`src/rtl/serial_alu_pkg.sv`:
```
// Shared definitions for the bit-serial ALU driver: function codes, FSM states,
// command layout and the golden result model.
package serial_alu_pkg;

   localparam logic [1:0] FUN_ADD = 2'd0;
   localparam logic [1:0] FUN_AND = 2'd1;
   localparam logic [1:0] FUN_OR  = 2'd2;
   localparam logic [1:0] FUN_XOR = 2'd3;

   localparam int unsigned CMD_W = 18;

   typedef enum logic [1:0] {
      StIdle,
      StIssue,
      StWait
   } drv_state_t;

   typedef struct packed {
      logic [1:0] fun;
      logic [7:0] di1;
      logic [7:0] di2;
   } cmd_t;

   // Carry out of ADD is discarded; all results are mod 256.
   function automatic logic [7:0] alu_expect(input logic [7:0] di1, input logic [7:0] di2,
                                             input logic [1:0] fun);
      logic [7:0] r;
      case (fun)
         FUN_ADD: r = di1 + di2;
         FUN_AND: r = di1 & di2;
         FUN_OR:  r = di1 | di2;
         default: r = di1 ^ di2;
      endcase
      return r;
   endfunction

endpackage

```
`src/rtl/serial_alu_cmd_fifo.sv`:
```
// Synchronous command FIFO with full/empty flags; push while full is accepted
// only when a pop happens in the same cycle.
module serial_alu_cmd_fifo #(
   parameter int unsigned DEPTH = 4,
   parameter int unsigned WIDTH = 18
) (
   input  logic             clock,
   input  logic             reset,
   input  logic             push,
   input  logic [WIDTH-1:0] wdata,
   input  logic             pop,
   output logic [WIDTH-1:0] rdata,
   output logic             full,
   output logic             empty
);

   localparam int unsigned AW = (DEPTH > 1) ? $clog2(DEPTH) : 1;

   logic [WIDTH-1:0] mem [DEPTH];
   logic [AW:0]      wr_ptr_q, rd_ptr_q;
   logic             do_push, do_pop;

   // Extra pointer bit distinguishes full from empty when the indices match.
   assign empty = (wr_ptr_q == rd_ptr_q);
   assign full  = (wr_ptr_q[AW] != rd_ptr_q[AW]) && (wr_ptr_q[AW-1:0] == rd_ptr_q[AW-1:0]);
   assign rdata = mem[rd_ptr_q[AW-1:0]];

   assign do_pop  = pop && !empty;
   assign do_push = push && (!full || do_pop);

   always_ff @(posedge clock or posedge reset) begin
      if (reset) begin
         wr_ptr_q <= '0;
         rd_ptr_q <= '0;
      end else begin
         if (do_push) wr_ptr_q <= wr_ptr_q + {{AW{1'b0}}, 1'b1};
         if (do_pop)  rd_ptr_q <= rd_ptr_q + {{AW{1'b0}}, 1'b1};
      end
   end

   always_ff @(posedge clock) begin
      if (do_push) mem[wr_ptr_q[AW-1:0]] <= wdata;
   end

endmodule

```
`src/rtl/serial_alu_driver.sv`:
```
// Initiator for the bit-serial ALU: queues commands, issues one at a time,
// captures the result pulse and checks it against the golden model.
module serial_alu_driver
   import serial_alu_pkg::*;
#(
   parameter int unsigned DEPTH   = 4,
   parameter int unsigned TIMEOUT = 16
) (
   input  logic       clock,
   input  logic       reset,
   input  logic [7:0] cmd_di1,
   input  logic [7:0] cmd_di2,
   input  logic [1:0] cmd_fun,
   input  logic       cmd_vld,
   output logic       cmd_rdy,
   output logic [7:0] alu_di1,
   output logic [7:0] alu_di2,
   output logic [1:0] alu_fun,
   output logic       alu_vld,
   input  logic       alu_rdy,
   input  logic [7:0] alu_dat,
   input  logic       alu_dvld,
   output logic [7:0] res_dat,
   output logic [7:0] res_exp,
   output logic       res_err,
   output logic       res_vld,
   input  logic       res_rdy,
   output logic [7:0] err_cnt,
   output logic       err_timeout
);

   localparam int unsigned    TW         = $clog2(TIMEOUT);
   localparam logic [TW-1:0] TIMER_LAST = TW'(TIMEOUT - 1);
   localparam logic [TW-1:0] TIMER_ONE  = {{(TW-1){1'b0}}, 1'b1};

   drv_state_t state_q, state_d;

   cmd_t       cmd_in, cmd_head;
   logic       fifo_full, fifo_empty, fifo_push, fifo_pop;
   logic       rst_done_q;
   logic       slot_free, mismatch;

   logic [7:0]    alu_di1_q, alu_di1_d, alu_di2_q, alu_di2_d;
   logic [1:0]    alu_fun_q, alu_fun_d;
   logic          alu_vld_q, alu_vld_d;
   logic [7:0]    exp_q, exp_d;
   logic [TW-1:0] timer_q, timer_d;
   logic [7:0]    res_dat_q, res_dat_d, res_exp_q, res_exp_d;
   logic          res_err_q, res_err_d, res_vld_q, res_vld_d;
   logic [7:0]    err_cnt_q, err_cnt_d;
   logic          err_timeout_q, err_timeout_d;

   // Holds cmd_rdy low until the first clock after reset release.
   always_ff @(posedge clock or posedge reset) begin
      if (reset) rst_done_q <= 1'b0;
      else       rst_done_q <= 1'b1;
   end

   assign cmd_rdy   = rst_done_q && !fifo_full;
   assign fifo_push = cmd_vld && cmd_rdy;
   assign cmd_in    = '{fun: cmd_fun, di1: cmd_di1, di2: cmd_di2};

   serial_alu_cmd_fifo #(
      .DEPTH (DEPTH),
      .WIDTH (CMD_W)
   ) u_cmd_fifo (
      .clock (clock),
      .reset (reset),
      .push  (fifo_push),
      .wdata (cmd_in),
      .pop   (fifo_pop),
      .rdata (cmd_head),
      .full  (fifo_full),
      .empty (fifo_empty)
   );

   assign slot_free = !res_vld_q || res_rdy;
   assign mismatch  = (alu_dat != exp_q);

   always_comb begin
      state_d       = state_q;
      alu_di1_d     = alu_di1_q;
      alu_di2_d     = alu_di2_q;
      alu_fun_d     = alu_fun_q;
      alu_vld_d     = alu_vld_q;
      exp_d         = exp_q;
      timer_d       = timer_q;
      res_dat_d     = res_dat_q;
      res_exp_d     = res_exp_q;
      res_err_d     = res_err_q;
      res_vld_d     = res_vld_q;
      err_cnt_d     = err_cnt_q;
      err_timeout_d = err_timeout_q;
      fifo_pop      = 1'b0;

      if (res_vld_q && res_rdy) res_vld_d = 1'b0;

      unique case (state_q)
         StIdle: begin
            if (!fifo_empty && slot_free) begin
               state_d   = StIssue;
               alu_vld_d = 1'b1;
               alu_di1_d = cmd_head.di1;
               alu_di2_d = cmd_head.di2;
               alu_fun_d = cmd_head.fun;
            end
         end
         StIssue: begin
            if (alu_vld_q && alu_rdy) begin
               state_d   = StWait;
               fifo_pop  = 1'b1;
               alu_vld_d = 1'b0;
               exp_d     = alu_expect(alu_di1_q, alu_di2_q, alu_fun_q);
               timer_d   = '0;
            end
         end
         StWait: begin
            timer_d = timer_q + TIMER_ONE;
            if (alu_dvld) begin
               // Capture takes priority over a same-cycle res_rdy clear.
               state_d   = StIdle;
               res_dat_d = alu_dat;
               res_exp_d = exp_q;
               res_err_d = mismatch;
               res_vld_d = 1'b1;
               if (mismatch && (err_cnt_q != 8'hFF)) err_cnt_d = err_cnt_q + 8'd1;
            end else if (timer_q == TIMER_LAST) begin
               state_d       = StIdle;
               err_timeout_d = 1'b1;
            end
         end
         default: state_d = StIdle;
      endcase
   end

   always_ff @(posedge clock or posedge reset) begin
      if (reset) begin
         state_q       <= StIdle;
         alu_di1_q     <= '0;
         alu_di2_q     <= '0;
         alu_fun_q     <= '0;
         alu_vld_q     <= 1'b0;
         exp_q         <= '0;
         timer_q       <= '0;
         res_dat_q     <= '0;
         res_exp_q     <= '0;
         res_err_q     <= 1'b0;
         res_vld_q     <= 1'b0;
         err_cnt_q     <= '0;
         err_timeout_q <= 1'b0;
      end else begin
         state_q       <= state_d;
         alu_di1_q     <= alu_di1_d;
         alu_di2_q     <= alu_di2_d;
         alu_fun_q     <= alu_fun_d;
         alu_vld_q     <= alu_vld_d;
         exp_q         <= exp_d;
         timer_q       <= timer_d;
         res_dat_q     <= res_dat_d;
         res_exp_q     <= res_exp_d;
         res_err_q     <= res_err_d;
         res_vld_q     <= res_vld_d;
         err_cnt_q     <= err_cnt_d;
         err_timeout_q <= err_timeout_d;
      end
   end

   assign alu_di1     = alu_di1_q;
   assign alu_di2     = alu_di2_q;
   assign alu_fun     = alu_fun_q;
   assign alu_vld     = alu_vld_q;
   assign res_dat     = res_dat_q;
   assign res_exp     = res_exp_q;
   assign res_err     = res_err_q;
   assign res_vld     = res_vld_q;
   assign err_cnt     = err_cnt_q;
   assign err_timeout = err_timeout_q;

endmodule

```
`config.mk`:
```
export PLATFORM = sky130hd
export DESIGN_NAME = serial_alu_driver
export DESIGN_NICKNAME = d
export VERILOG_FILES = /design/src/rtl/serial_alu_pkg.sv /design/src/rtl/serial_alu_cmd_fifo.sv /design/src/rtl/serial_alu_driver.sv
export SDC_FILE = /design/constraint.sdc
export NUM_CORES = 1
export LEC_CHECK = 0
export ABC_AREA = 0
export BUFFER_PORTS_ARGS = -buffer_cell sky130_fd_sc_hd__buf_2
export CAP_MARGIN = 10
export CORE_MARGIN = 5
export CORE_UTILIZATION = 52
export DETAILED_ROUTE_END_ITERATION = 12
export HOLD_SLACK_MARGIN = 0.08
export PLACE_DENSITY = 0.79
export SETUP_SLACK_MARGIN = 0.2
export SLEW_MARGIN = 20
export SYNTH_ARGS = -nofsm -noshare
export SYNTH_HDL_FRONTEND = slang
export SYNTH_SLANG_ARGS = --single-unit
```
`constraint.sdc`:
```
create_clock -name clock -period 2 [get_ports clock]
set_input_delay 0.4 -clock clock [delete_from_list [all_inputs] [get_ports clock]]
set_output_delay 0.4 -clock clock [all_outputs]
set_load 0.1 [all_outputs]
```
; ---- Word level (Yosys, flattened, before mapping)
; Memories as Yosys holds them, arrays and structs flattened. A register that Yosys moved wholly into a read port is not among the register bits.
; Index checks and enable logic that the tools add are counted.
[classes]
n_reduce_logical = 26
n_bitwise = 4
n_mux = 18
add_sub_neg = 5
eq_ne = 13
[ops]
columns = cell, count
row1 = $pmux W8 S3, 1
row2 = $reduce_and A3 Y1, 4
row3 = $logic_and A1 B1 Y1, 9
row4 = $mux W1, 9
row5 = $add A8 B1 Y8 const B, 1
row6 = $add A8 B8 Y8, 1
row7 = $and A8 B8 Y8, 1
row8 = $mux W2, 4
row9 = $ne A8 B8 Y1, 1
row10 = $ne A8 B8 Y1 const B, 1
row11 = $or A8 B8 Y8, 1
row12 = $pmux W4 S2, 1
row13 = $reduce_and A2 Y1, 4
row14 = $xor A8 B8 Y8, 1
row15 = $add A3 B1 Y3 const B, 2
row16 = $pmux W2 S3, 1
row17 = $add A4 B1 Y4 const B, 1
row18 = $eq A2 B1 Y1 const B, 2
row19 = $eq A2 B2 Y1 const B, 2
row20 = $eq A4 B4 Y1 const B, 1
row21 = $logic_not A2 Y1, 2
row22 = $mux W4, 1
row23 = $ne A2 B2 Y1 const B, 2
row24 = $reduce_bool A2 Y1, 2
row25 = 8 further kinds, 11
[totals]
output_inout_bits = 47
mem_count = 1
in_bits = 32
wordCells = 80
ff_bits = 49
ram_bits = 72
[memory_table]
columns = memory, words, word_bits, read_ports, rd_ports_with_merged_regs, wr, line
row1 = u_cmd_fifo.mem, 4, 18, 1, 1, 1, serial_alu_cmd_fifo.sv:19  ; logic [WIDTH-1:0] mem [DEPTH];

; ---- Depth between registers and ports, before layout
; Gate-level depths: netlist of the first run.
[logic_depth]
depth_word = 8
ltp_mapped = 7
mapped_depth_nobuf = 7

; ---- Modules after synthesis
; From an unflattened synthesis of the first run, not the netlist that was laid out.
[unflattened]
cells_unflattened = 430
area_unflattened_um2 = 6167.2
[by_module_without_submodules]
columns = module, cells_per_inst, seq_area_each_um2, instances, area_per_inst_um2
row1 = serial_alu_driver, 300, 1526.5, 1, 3143.0
row2 = serial_alu_cmd_fifo, 130, 2312.2, 1, 3024.2

; ---- Worst setup path before layout of the first run
; OpenSTA, ideal clock, no wires.
[synth_timing]
path_type = reg-to-reg
startpoint = register u_cmd_fifo.wr_ptr_q[1]
endpoint = memory u_cmd_fifo.mem[3][0], enable pin
path_stages_with_launch = 4
n_path_buf = 0
arrival_time_ps = 3133
setup_slack_ps = -1510
required_ps = 1622
cell_sequence = dfrtp_1 -> xnor2_1 -> a31oi_1 -> and3_1
[synth_between]
elab_chain_cells = 8
word_cells_on_any_way = 12
classes_between = 2 x eq/ne / 2 x mux / 8 x reduce/logical
[synth_lines]
columns = element, line
row1 = "start, declared", serial_alu_cmd_fifo.sv:20  ; logic [AW:0] wr_ptr_q, rd_ptr_q;
row2 = "start signal, assigned", serial_alu_cmd_fifo.sv:36  ; if (do_push) wr_ptr_q <= wr_ptr_q + {{AW{1'b0}}, 1'b1};
row3 = $eq A2 B2 Y1, serial_alu_cmd_fifo.sv:25  ; assign full = (wr_ptr_q[AW] != rd_ptr_q[AW]) && (wr_ptr_q[AW-1:0] == rd_ptr_q[AW-1:0]);
row4 = $logic_and A1 B1 Y1, serial_alu_cmd_fifo.sv:25
row5 = $logic_not A1 Y1, serial_alu_driver.sv:59  ; assign cmd_rdy = rst_done_q && !fifo_full;
row6 = $logic_and A1 B1 Y1, serial_alu_driver.sv:59
row7 = named net cmd_rdy, serial_alu_driver.sv:15  ; output logic cmd_rdy,
row8 = $logic_and A1 B1 Y1, serial_alu_driver.sv:60  ; assign fifo_push = cmd_vld && cmd_rdy;
row9 = $logic_and A1 B1 Y1, serial_alu_cmd_fifo.sv:29  ; assign do_push = push && (!full || do_pop);
row10 = $mux W1, serial_alu_cmd_fifo.sv:42  ; if (do_push) mem[wr_ptr_q[AW-1:0]] <= wdata;
row11 = $mux W1 (not written as such), serial_alu_cmd_fifo.sv:42
row12 = "end, declared", serial_alu_cmd_fifo.sv:19
; The timed path passes the listed nets, and every way through them passes these cells.

; ---- Worst setup path in the final report of the first run
[layout_timing]
startpoint = register u_cmd_fifo.rd_ptr_q[2]
endpoint = output cmd_rdy
[layout_between]
elab_chain_cells = 4
[layout_lines]
columns = element, line
row1 = "start, declared", serial_alu_cmd_fifo.sv:20
row2 = "start signal, assigned", serial_alu_cmd_fifo.sv:37  ; if (do_pop) rd_ptr_q <= rd_ptr_q + {{AW{1'b0}}, 1'b1};
row3 = $ne A1 B1 Y1, serial_alu_cmd_fifo.sv:25
row4 = $logic_and A1 B1 Y1, serial_alu_cmd_fifo.sv:25
row5 = $logic_not A1 Y1, serial_alu_driver.sv:59
row6 = $logic_and A1 B1 Y1, serial_alu_driver.sv:59
row7 = "end, declared", serial_alu_driver.sv:15
; No other way between the ends.

==> key figures, run 1 <==
Status
  • Outcome: finished clean

Logic synthesis
  • Top FF cell, synth: edfxtp_1
  • Most numerous cell in the Yosys netlist: edfxtp_1
  • Synth async-reset ratio: 0.4820
  • Area share of the largest cell type after synthesis: 0.3506
  • Synthesized area: 0.006166 sq mm
  • Synth area leaders: edfxtp_1 (35%), dfrtp_1 (27%), mux4_2 (6.9%)
  • Sequential-to-total area share from yosys stat: 0.6226
  • Ys Warns: 0
  • Syn_area_per_cell: 14.97 sq um
  • Mapped Cells: 412
  • Flops & latches, synth: 139
  • List of most frequent post-synthesis cells: edfxtp_1 (72), dfrtp_1 (67), mux2_2 (32), inv_1 (27), nand2_1 (25)
  • Synth cell types: 45
  • Post-Syn Nets: 468
  • Post-synth top area cell: edfxtp_1
  • Post-synth EDFFs: 72

Final layout
  • Fin nets: 588
  • Fill cells: around 770
  • Fin area: 0.007951 sq mm
  • ANT cells: 0
  • Layout cells sized above 1: 0.4954
  • Layout area overhead: 28.96%

Clock network
  • Max Buffers Root-to-Sink: 2
  • Clk Latency, worst-skew pair: 420 ps
  • CTS buffer count: 17
  • Clk slew on worst S/H paths: 60 ps
  • Clock Root Buffer: clkbuf_16
  • CTS sink cnt: 139
  • CTS tree: built
  • H-tree depth: 4

Worst setup path
  • Worst-path maximum fanout: 2
  • CP endpoint kind: output pin
  • Critical Path Start Type: register
  • Setup CP Type: register to output pin
  • Critical path data arrival time: 1570 ps
  • Worst Path Required: 1600 ps

Floorplanning
  • Die ar.: 0.01413 sq mm
  • Die Y: ~120 um
  • Initial core utilization: 0.5354
  • Io pins: a little under 80
  • Cell row count: 39
  • Die width: 118.9 um
  • Core ar.: 0.01152 sq mm

Timing
  • Fin crit period: 1966 ps
  • Period utilisation layout: 0.9831
  • Setup TNS: 0 ps
  • Slew HR: 0.6607
  • Fin Hold WS: 189.6 ps
  • Worst Skew: 5.984 ps
  • Final Hold Fails: 0
  • Max-slew violations: 0
  • RSZ-0062 raised after global routing: yes
  • Tightest Pin Transition: 512.5 ps
  • FMAX: 508.6 MHz
  • Setup Viol. Count Final: 0

Global routing
  • Initial antenna violation count: 0
  • Largest net degree at the start of global routing: 68
  • Tot GR Track Use: 0.1785
  • Grt total ovfl: 0
  • Vias in the first global route: around 3800
  • First-pass GRT wire length: 19490 um

Min path
  • HP Class: primary input to register

Route
  • 1st-pass router iterations: 5
  • Number of remaining DRC errors: 0
  • Vias per inst: ~5.5
  • Detail Route Antenna Nets: 0
  • Routed wire length: 13070 um
  • Routed length per instance: 18.99 um
  • Via count of the routed design: between 3000 and 4000
  • 1st-iter DRT viols: 216

Flow run
  • Maxcap violations: 0

Placement
  • Final GP Congestion: 0.8273
  • DP Area: 0.007029 sq mm
  • HPWL after DPL: 8010 um
  • # port buffers: 78
through the flow:
stage	cells	util	worst slack [ps]
floorplan	412	-	-42.65
global placement	633	0.6104	75.78
detailed placement	633	0.6104	45.63
CTS	673	0.6714	57.89
global route	688	0.6905	-36.37
finish	688	0.6905	33.84
final cells by class:
cell class | instances | area (sq um) | area share
Timing Repair Buffer | 106 | 686.9 | 0.08639
Inverter | 27 | 110.1 | 0.01385
Sequential cell | 139 | 3918 | 0.4927
Clock buffer | 17 | 425.4 | 0.05350
Tap cell | 143 | 178.9 | 0.02250
Clock inverter | 15 | 162.7 | 0.02046
Multi-Input combinational cell | 241 | 2470 | 0.3106
logic make-up (layout without fill, tap and decap cells):
family	count (synthesis)	count (layout)	share of synthesized area
other cells	1	1	0.0006082
simple gates	71	79	0.05966
compound gates	45	45	0.04343
fa+ha+maj	24	24	0.04870
flops	139	139	0.6226
buf+inv	40	165	0.02861
mux	66	66	0.1595
xor+xnor	26	26	0.03693
per-layer routing:
metal / vias to the layer above / global-route usage / wire length [um]
met1: 1873 / 0.2155 / 5219
met2: 117 / 0.3030 / 6884
li1: 1776 / - / -
met3: 19 / 0.05924 / 768
met4: 0 / 0.06083 / 197
met5: - / 0 / 0
timing repair:
item | in CTS | in global routing
setup endpoints to repair | 44 | 91
endpoints found under the hold margin | 21 | 0
resized for setup | 12 | 25
gates cloned | 0 | 8
buffers inserted | 7 | 7
hold buffers | 1 | 0
pin swaps | 5 | 9
registers in the layout (all words and copies together) (netlist names):
register	cells
alu_di1	8
alu_di2	8
alu_fun	2
alu_vld	1
err_cnt	8
err_timeout	1
exp_q	8
res_dat	8
res_err	1
res_exp	8
res_vld	1
rst_done_q	1
state_q	2
timer_q	4
u_cmd_fifo.mem	72
u_cmd_fifo.rd_ptr_q	3
u_cmd_fifo.wr_ptr_q	3
worst max-delay path: stages, from the launching register on:
cell and delay [ps]:
dfrtp_1 410, xor2_2 190, buf_4 140, a31oi_4 200, buf_12 200
path summary, 6_finish.rpt:
path                                                    start                               to  slack (ps)  cells past startpoint
hold / removal                                     cmd_di1[4]  u_cmd_fifo.mem[1][12]$_DFFE_PP_         190                      1
max in group asynchronous                               reset           alu_di2[3]$_DFFE_PP0P_        1070                      4
min in group asynchronous                               reset           err_cnt[5]$_DFFE_PP0P_         620                      4
hold reg to reg                       err_timeout$_DFFE_PP0P_          err_timeout$_DFFE_PP0P_         470                      1
setup reg to reg           u_cmd_fifo.rd_ptr_q[2]$_DFFE_PP0P_           alu_fun[1]$_DFFE_PP0P_          60                      5
setup / recovery           u_cmd_fifo.rd_ptr_q[2]$_DFFE_PP0P_                          cmd_rdy          30                      4
layout by cell type (no fill, tap or decap), types with 3 or more instances in the layout:
| cell | instances |
|---|---|
| nand4_1 | 3 |
| a21oi_1 | 10 |
| buf_2 | 74 |
| ha_4 | 6 |
| dfrtp_1 | 42 |
| dfrtp_4 | 19 |
| buf_4 | 24 |
| nand3_1 | 5 |
| mux2_4 | 10 |
| dfrtp_2 | 6 |
| buf_12 | 5 |
| xor2_1 | 8 |
| nand2b_1 | 5 |
| nor4_1 | 3 |
| inv_1 | 19 |
| edfxtp_1 | 72 |
| o21ai_0 | 13 |
| nor2_1 | 8 |
| ha_2 | 3 |
| ha_1 | 15 |
| inv_6 | 4 |
| clkbuf_16 | 17 |
| mux4_2 | 19 |
| and3_4 | 14 |
| mux2_2 | 31 |
| mux2i_1 | 6 |
| nand2_1 | 23 |
| clkinvlp_4 | 5 |
| o221ai_1 | 3 |
| xnor2_1 | 15 |
| inv_2 | 5 |
Power of run 1 is left out: the tool's default activity adds up to more than one toggle a clock period on the data nets, which glitch-free logic cannot reach.
==> inputs of run 2 (changes only) <==
--- a/config.mk
+++ b/config.mk
@@ -13,6 +13,7 @@
 export DETAILED_ROUTE_END_ITERATION = 12
 export HOLD_SLACK_MARGIN = 0.08
 export PLACE_DENSITY = 0.79
+export REMOVE_ABC_BUFFERS = 1
 export SETUP_SLACK_MARGIN = 0.2
 export SLEW_MARGIN = 20
 export SYNTH_ARGS = -nofsm -noshare
==> key figures, run 2 (same netlist as run 1, synthesis figures left out) <==
Floorplanning
  • Die Y: 118.9 um (unchanged)
  • Cell row count: 39 (unchanged)
  • Io pins: 79 (unchanged)
  • Initial core utilization: 0.5354 (unchanged)
  • Core ar.: 0.01152 sq mm (unchanged)
  • Die ar.: 0.01413 sq mm (unchanged)
  • Die width: 118.9 um (unchanged)

Worst setup path
  • Crit-path max cell delay: 500 ps (+90 ps)
  • CP startpoint: u_cmd_fifo.rd_ptr_q[2]$_DFFE_PP0P_
  • CP endpoint kind: register
  • Setup CP Type: register to register
  • Worst Path Required: 2310 ps (+710 ps)
  • Worst-path maximum fanout: 19 (+17)
  • Slowest CP cell: or4b_4
  • Critical Path Start Type: register
  • Critical-path cell list: xor2_2, and3b_2, or4b_4, buf_12, mux2_4
  • R2r startpoint: u_cmd_fifo.rd_ptr_q[2]$_DFFE_PP0P_
  • Critical path data arrival time: 2240 ps (+670 ps)

Final layout
  • Commonest non-fill, non-tap cell in the layout: buf_2
  • Fill cells: 774 (+0.39%)
  • Layout area overhead: 26.68%
  • Seq. cell area: 0.003844 sq mm (-1.9%)
  • Multi-input logic area: 0.002297 sq mm (-7.0%)
  • Layout cells sized above 1: 0.4367 (-0.05872)
  • ANT cells: 0 (unchanged)
  • Final core occ: 0.6783 (-0.01217)
  • Max reg flops: 72 (unchanged)
  • Fin nets: 588 (unchanged)
  • Most frequent cells in the layout: buf_2 (76), edfxtp_1 (72), dfrtp_1 (63), mux2_2 (31), buf_4 (25)

Global routing
  • Grt total ovfl: 0 (unchanged)
  • Initial antenna violation count: 0 (unchanged)
  • Global route hottest layer: met2
  • GR Layer Usage met3: 0.06351 (+0.004265)
  • Vias in the first global route: 4003 (+4.3%)
  • Met1 Resource Use GR: 0.2149 (-0.0006850)
  • First-pass GRT wire length: 20040 um (+2.9%)
  • Tot GR Track Use: 0.1830 (+0.004460)
  • GRT met2 Usage: 0.3094 (+0.006394)
  • Largest net degree at the start of global routing: 68 (unchanged)

Clock network
  • Clk Latency, worst-skew pair: 430 ps (about the same)
  • Clock Root Buffer: clkbuf_16
  • CTS tree: built
  • Max Buffers Root-to-Sink: 2 (unchanged)
  • H-tree depth: 4 (unchanged)
  • CTS sink cnt: 139 (unchanged)
  • CTS buffer count: 17 (unchanged)
  • Clk slew on worst S/H paths: 60 ps (about the same)

Timing
  • Worst Skew: 7.615 ps (+1.631 ps)
  • FMAX: 518.6 MHz (+2.0%)
  • Final Hold Fails: 0 (unchanged)
  • RSZ-0062 raised after global routing: yes
  • Setup Viol. Count Final: 0 (unchanged)
  • Slew HR: 0.6594 (-0.001362)
  • Fin crit period: 1928 ps (-37.82 ps)
  • Period utilisation layout: 0.9642 (-0.01891)
  • Tightest Pin Transition: 514.5 ps (+2.057 ps)
  • Max-slew violations: 0 (unchanged)

Route
  • 1st-pass router iterations: 4 (-1)
  • 1st-iter DRT viols: 257 (+19%)
  • Routed wire length: 13040 um (-0.21%)
  • Detail Route Antenna Nets: 0 (unchanged)
  • Number of remaining DRC errors: 0 (unchanged)
  • Routed length per instance: 18.95 um (-0.21%)
  • Via count of the routed design: 3825 (+1.1%)
  • Vias per inst: 5.560 (+1.1%)

Flow run
  • Maxcap violations: 0 (unchanged)

Placement
  • Final GP Congestion: 0.8681 (+4.9%)
  • # port buffers: 78 (unchanged)
  • HPWL after DPL: 8013 um (about the same)

Min path
  • HP Class: primary input to register
  • Hold path start: cmd_di2[1]

Status
  • Outcome: finished clean
==> run 2: cell types whose count changed in the layout (fill, tap and decap cells not counted), moves of 3 or more <==
cell,delta
dfrtp_1,+21
dfrtp_4,-19
and3_4,-9
clkbuf_16,+4
clkinv_2,+4
buf_12,+3
clkinvlp_4,-3
inv_1,+3
==> run 2: per-layer routing <==
layer | share of wire | vias up
met3 | 0.058 | 21
met2 | 0.52 | 122
li1 | - | 1760
met1 | 0.40 | 1922
met4 | 0.018 | 0
met5 | 0 | -
==> run 2: critical path, delay by kind of cell, from the launching register on <==
| kind | cells | cell delay, ps |
|---|---|---|
| and+or+nand+nor | 2 | 740 |
| DFF | 1 | 400 |
| muxes | 1 | 300 |
| buffers and inverters | 1 | 180 |
| xor gates and xnor gates | 1 | 170 |
==> run 2: layout make-up <==
cell class | instances | area share
clock inverters | 14 | 0.01570
multi-input cells | 233 | 0.2941
flip-flops and latches | 139 | 0.4921
well taps | 143 | 0.02291
inverters | 27 | 0.01297
clock buffers | 18 | 0.05494
repair buffers | 114 | 0.1073
==> run 2: per-stage QoR <==
stage          cells  worst slack [ps]  hold slack [ps]  cell area [sq um]  setup TNS [ps]
2_1_floorplan    399             -2035            442.4               6091         -175180
3_3_place_gp     636             81.29            442.0               6885               0
3_5_place_dp     636             47.11            456.4               6885               0
4_1_cts          678             79.37            170.6               7557               0
5_1_grt          688             18.28            180.4               7811               0
6_report         688             71.66            184.8               7811               0
==> run 2: what timing repair did <==
action / CTS / global route
endpoints found under the setup margin: 22 / 77
hold endpoints to repair: 67 / 0
hold buffers: 1 / 0
setup buffers: 9 / 6
pin swaps: 2 / 4
gates resized for setup: 8 / 35
cloned: 0 / 4
==> run 2: final timing paths <==
| path | depth (start not counted) | endpoint | slack, ps |
|---|---|---|---|
| min in group asynchronous | 4 | err_cnt[6]$_DFFE_PP0P_ | 580 |
| min reg2reg | 1 | err_timeout$_DFFE_PP0P_ | 460 |
| max reg2reg | 5 | alu_di2[7]$_DFFE_PP0P_ | 70 |
| max | 5 | alu_di2[7]$_DFFE_PP0P_ | 70 |
| min | 1 | u_cmd_fifo.mem[2][1]$_DFFE_PP_ | 180 |
| max in group asynchronous | 4 | alu_fun[0]$_DFFE_PP0P_ | 1100 |
Power of run 2 is left out for the same reason.
==> inputs of run 3 (changes only) <==
--- a/config.mk
+++ b/config.mk
@@ -9,10 +9,10 @@
 export BUFFER_PORTS_ARGS = -buffer_cell sky130_fd_sc_hd__buf_2
 export CAP_MARGIN = 10
 export CORE_MARGIN = 5
-export CORE_UTILIZATION = 52
+export CORE_UTILIZATION = 50
 export DETAILED_ROUTE_END_ITERATION = 12
 export HOLD_SLACK_MARGIN = 0.08
-export PLACE_DENSITY = 0.79
+export PLACE_DENSITY = 0.76
 export REMOVE_ABC_BUFFERS = 1
 export SETUP_SLACK_MARGIN = 0.2
 export SLEW_MARGIN = 20
==> key figures, run 3 (same netlist as run 1, synthesis figures left out) <==
Status
  • Outcome: finished clean

Timing
  • Fin crit period: 1937 ps (+8.859 ps)
  • RSZ-0062 raised after global routing: yes
  • Worst Skew: 6.227 ps (-1.388 ps)
  • FMAX: 516.2 MHz (-0.46%)
  • Slew HR: 0.6490 (-0.01035)
  • Tightest Pin Transition: 526.5 ps (+11.99 ps)
  • Period utilisation layout: 0.9686 (+0.004430)
  • Max-slew violations: 0 (unchanged)
  • Fin Hold WS: 190.0 ps (+5.231 ps)
  • Setup Viol. Count Final: 0 (unchanged)
  • Setup TNS: 0 ps (unchanged)
  • Final Hold Fails: 0 (unchanged)

Final layout
  • Layout cells sized above 1: 0.4400 (+0.003303)
  • Cell Count, Final, Fillers Out: 718 (+4.4%)
  • Most frequent cells in the layout: buf_2 (75), edfxtp_1 (72), dfrtp_1 (65), mux2_2 (32), buf_4 (26)
  • Commonest non-fill, non-tap cell in the layout: buf_2
  • ANT cells: 0 (unchanged)
  • Layout area overhead: 29.00%
  • Fin nets: 593 (+0.85%)
  • Fin area: 0.007954 sq mm (+1.8%)
  • Max reg flops: 72 (unchanged)

Floorplanning
  • Die Y: 121.1 um (+1.8%)
  • Cell row count: 40 (+2.6%)
  • Io pins: 79 (unchanged)
  • Die ar.: 0.01465 sq mm (+3.7%)
  • Die width: 121.1 um (+1.8%)
  • Initial core utilization: 0.5112 (-0.02422)
  • Core ar.: 0.01206 sq mm (+4.7%)

Route
  • Top Metal Used: met4
  • Number of remaining DRC errors: 0 (unchanged)
  • 1st-iter DRT viols: 325 (+26%)
  • Via count of the routed design: 3791 (-0.89%)
  • Wl on met1: 5411 um (+2.8%)
  • Vias per inst: 5.280 (-5.0%)
  • Detail Route Antenna Nets: 0 (unchanged)
  • Routed length per instance: 18.34 um (-3.2%)
  • Met3 wire length: 781 um (+4.1%)
  • 1st-pass router iterations: 5 (+1)
  • Met2 wire len: 6771 um (-0.24%)
  • Routed wire length: 13170 um (+0.99%)

Flow run
  • Maxcap violations: 0 (unchanged)

Global routing
  • First-pass GRT wire length: 19810 um (-1.2%)
  • Initial antenna violation count: 0 (unchanged)
  • Vias in the first global route: 3827 (-4.4%)
  • Tot GR Track Use: 0.1782 (-0.004744)
  • Grt total ovfl: 0 (unchanged)
  • Largest net degree at the start of global routing: 68 (unchanged)

Worst setup path
  • Worst Path Required: 2300 ps (about the same)
  • Critical Path Start Type: register
  • CP endpoint kind: register
  • Critical path data arrival time: 2240 ps (about the same)
  • Worst-path maximum fanout: 19 (unchanged)
  • CP startpoint: u_cmd_fifo.wr_ptr_q[2]$_DFFE_PP0P_
  • Setup CP Type: register to register
  • R2r startpoint: u_cmd_fifo.wr_ptr_q[2]$_DFFE_PP0P_

Clock network
  • CTS sink cnt: 139 (unchanged)
  • H-tree depth: 4 (unchanged)
  • Clock Root Buffer: clkbuf_16
  • CTS tree: built
  • Clk Latency, worst-skew pair: 420 ps (about the same)
  • Max Buffers Root-to-Sink: 2 (unchanged)
  • Clk slew on worst S/H paths: 60 ps (about the same)
  • CTS buffer count: 17 (unchanged)

Placement
  • Placed cell count: 662 (+4.1%)
  • # port buffers: 78 (unchanged)
  • HPWL after DPL: 7872 um (-1.8%)
  • Final GP Congestion: 0.8393 (-3.3%)
  • DP Area: 0.006924 sq mm (+0.56%)

Min path
  • HP Class: primary input to register
  • Hold path start: cmd_di1[4]
==> run 3: changes by cell type in the layout (fill, tap and decap cells not counted), moves of 2 or more <==
cell | previous run | this run
nor4_2 | 0 | 2
buf_6 | 0 | 5
nor4_1 | 4 | 2
clkinv_2 | 5 | 2
dfrtp_2 | 4 | 2
dfrtp_1 | 63 | 65
==> run 3: metal layers <==
metal | vias up | GRT usage
met1 | 1895 | 0.2095
met4 | 0 | 0.05737
met3 | 19 | 0.05781
li1 | 1774 | -
met5 | - | 0
met2 | 103 | 0.3095
==> run 3: area by class of cell <==
type | instances | area (sq um)
clock buffers | 20 | 446.7
flip-flops and latches | 139 | 3841
fillers | 823 | 4108
repair buffers | 119 | 897.1
multi-input cells | 233 | 2318
clock inverters | 12 | 138.9
inverters | 27 | 101.3
well taps | 168 | 210.2
==> run 3: final timing paths <==
check                                                        to  slack, ps  cells after the start
worst max-delay path                     alu_di2[7]$_DFFE_PP0P_         60                      5
worst min-delay path            u_cmd_fifo.mem[3][12]$_DFFE_PP_        190                      1
worst max register to register           alu_di2[7]$_DFFE_PP0P_         60                      5
worst min register to register          err_timeout$_DFFE_PP0P_        460                      1
max in group asynchronous                alu_fun[1]$_DFFE_PP0P_       1100                      4
min in group asynchronous                err_cnt[7]$_DFFE_PP0P_        590                      4
==> run 3: timing repair <==
action                                  CTS  global route
gates resized for setup                   8            36
pin swaps                                 3             9
endpoints found under the setup margin   23           111
gates cloned                              0             8
hold endpoints to repair                 67             0
buffers inserted                          9             6
hold buffers                              1             0
==> run 3: metrics by stage <==
step | worst slack (ps) | utilization
5_1_grt | -26.62 | 0.6594
2_1_floorplan | -2035 | -
6_report | 62.80 | 0.6594
4_1_cts | 74.41 | 0.6337
3_3_place_gp | 81.16 | 0.5741
3_5_place_dp | 35.85 | 0.5741
==> run 3: critical path, cell delays in order (launching register included) <==
cell and delay, ps:
dfrtp_1 390, xor2_1 200, and3b_2 250, or4b_4 500, buf_12 180, mux2_4 300
Power of run 3 is left out for the same reason.
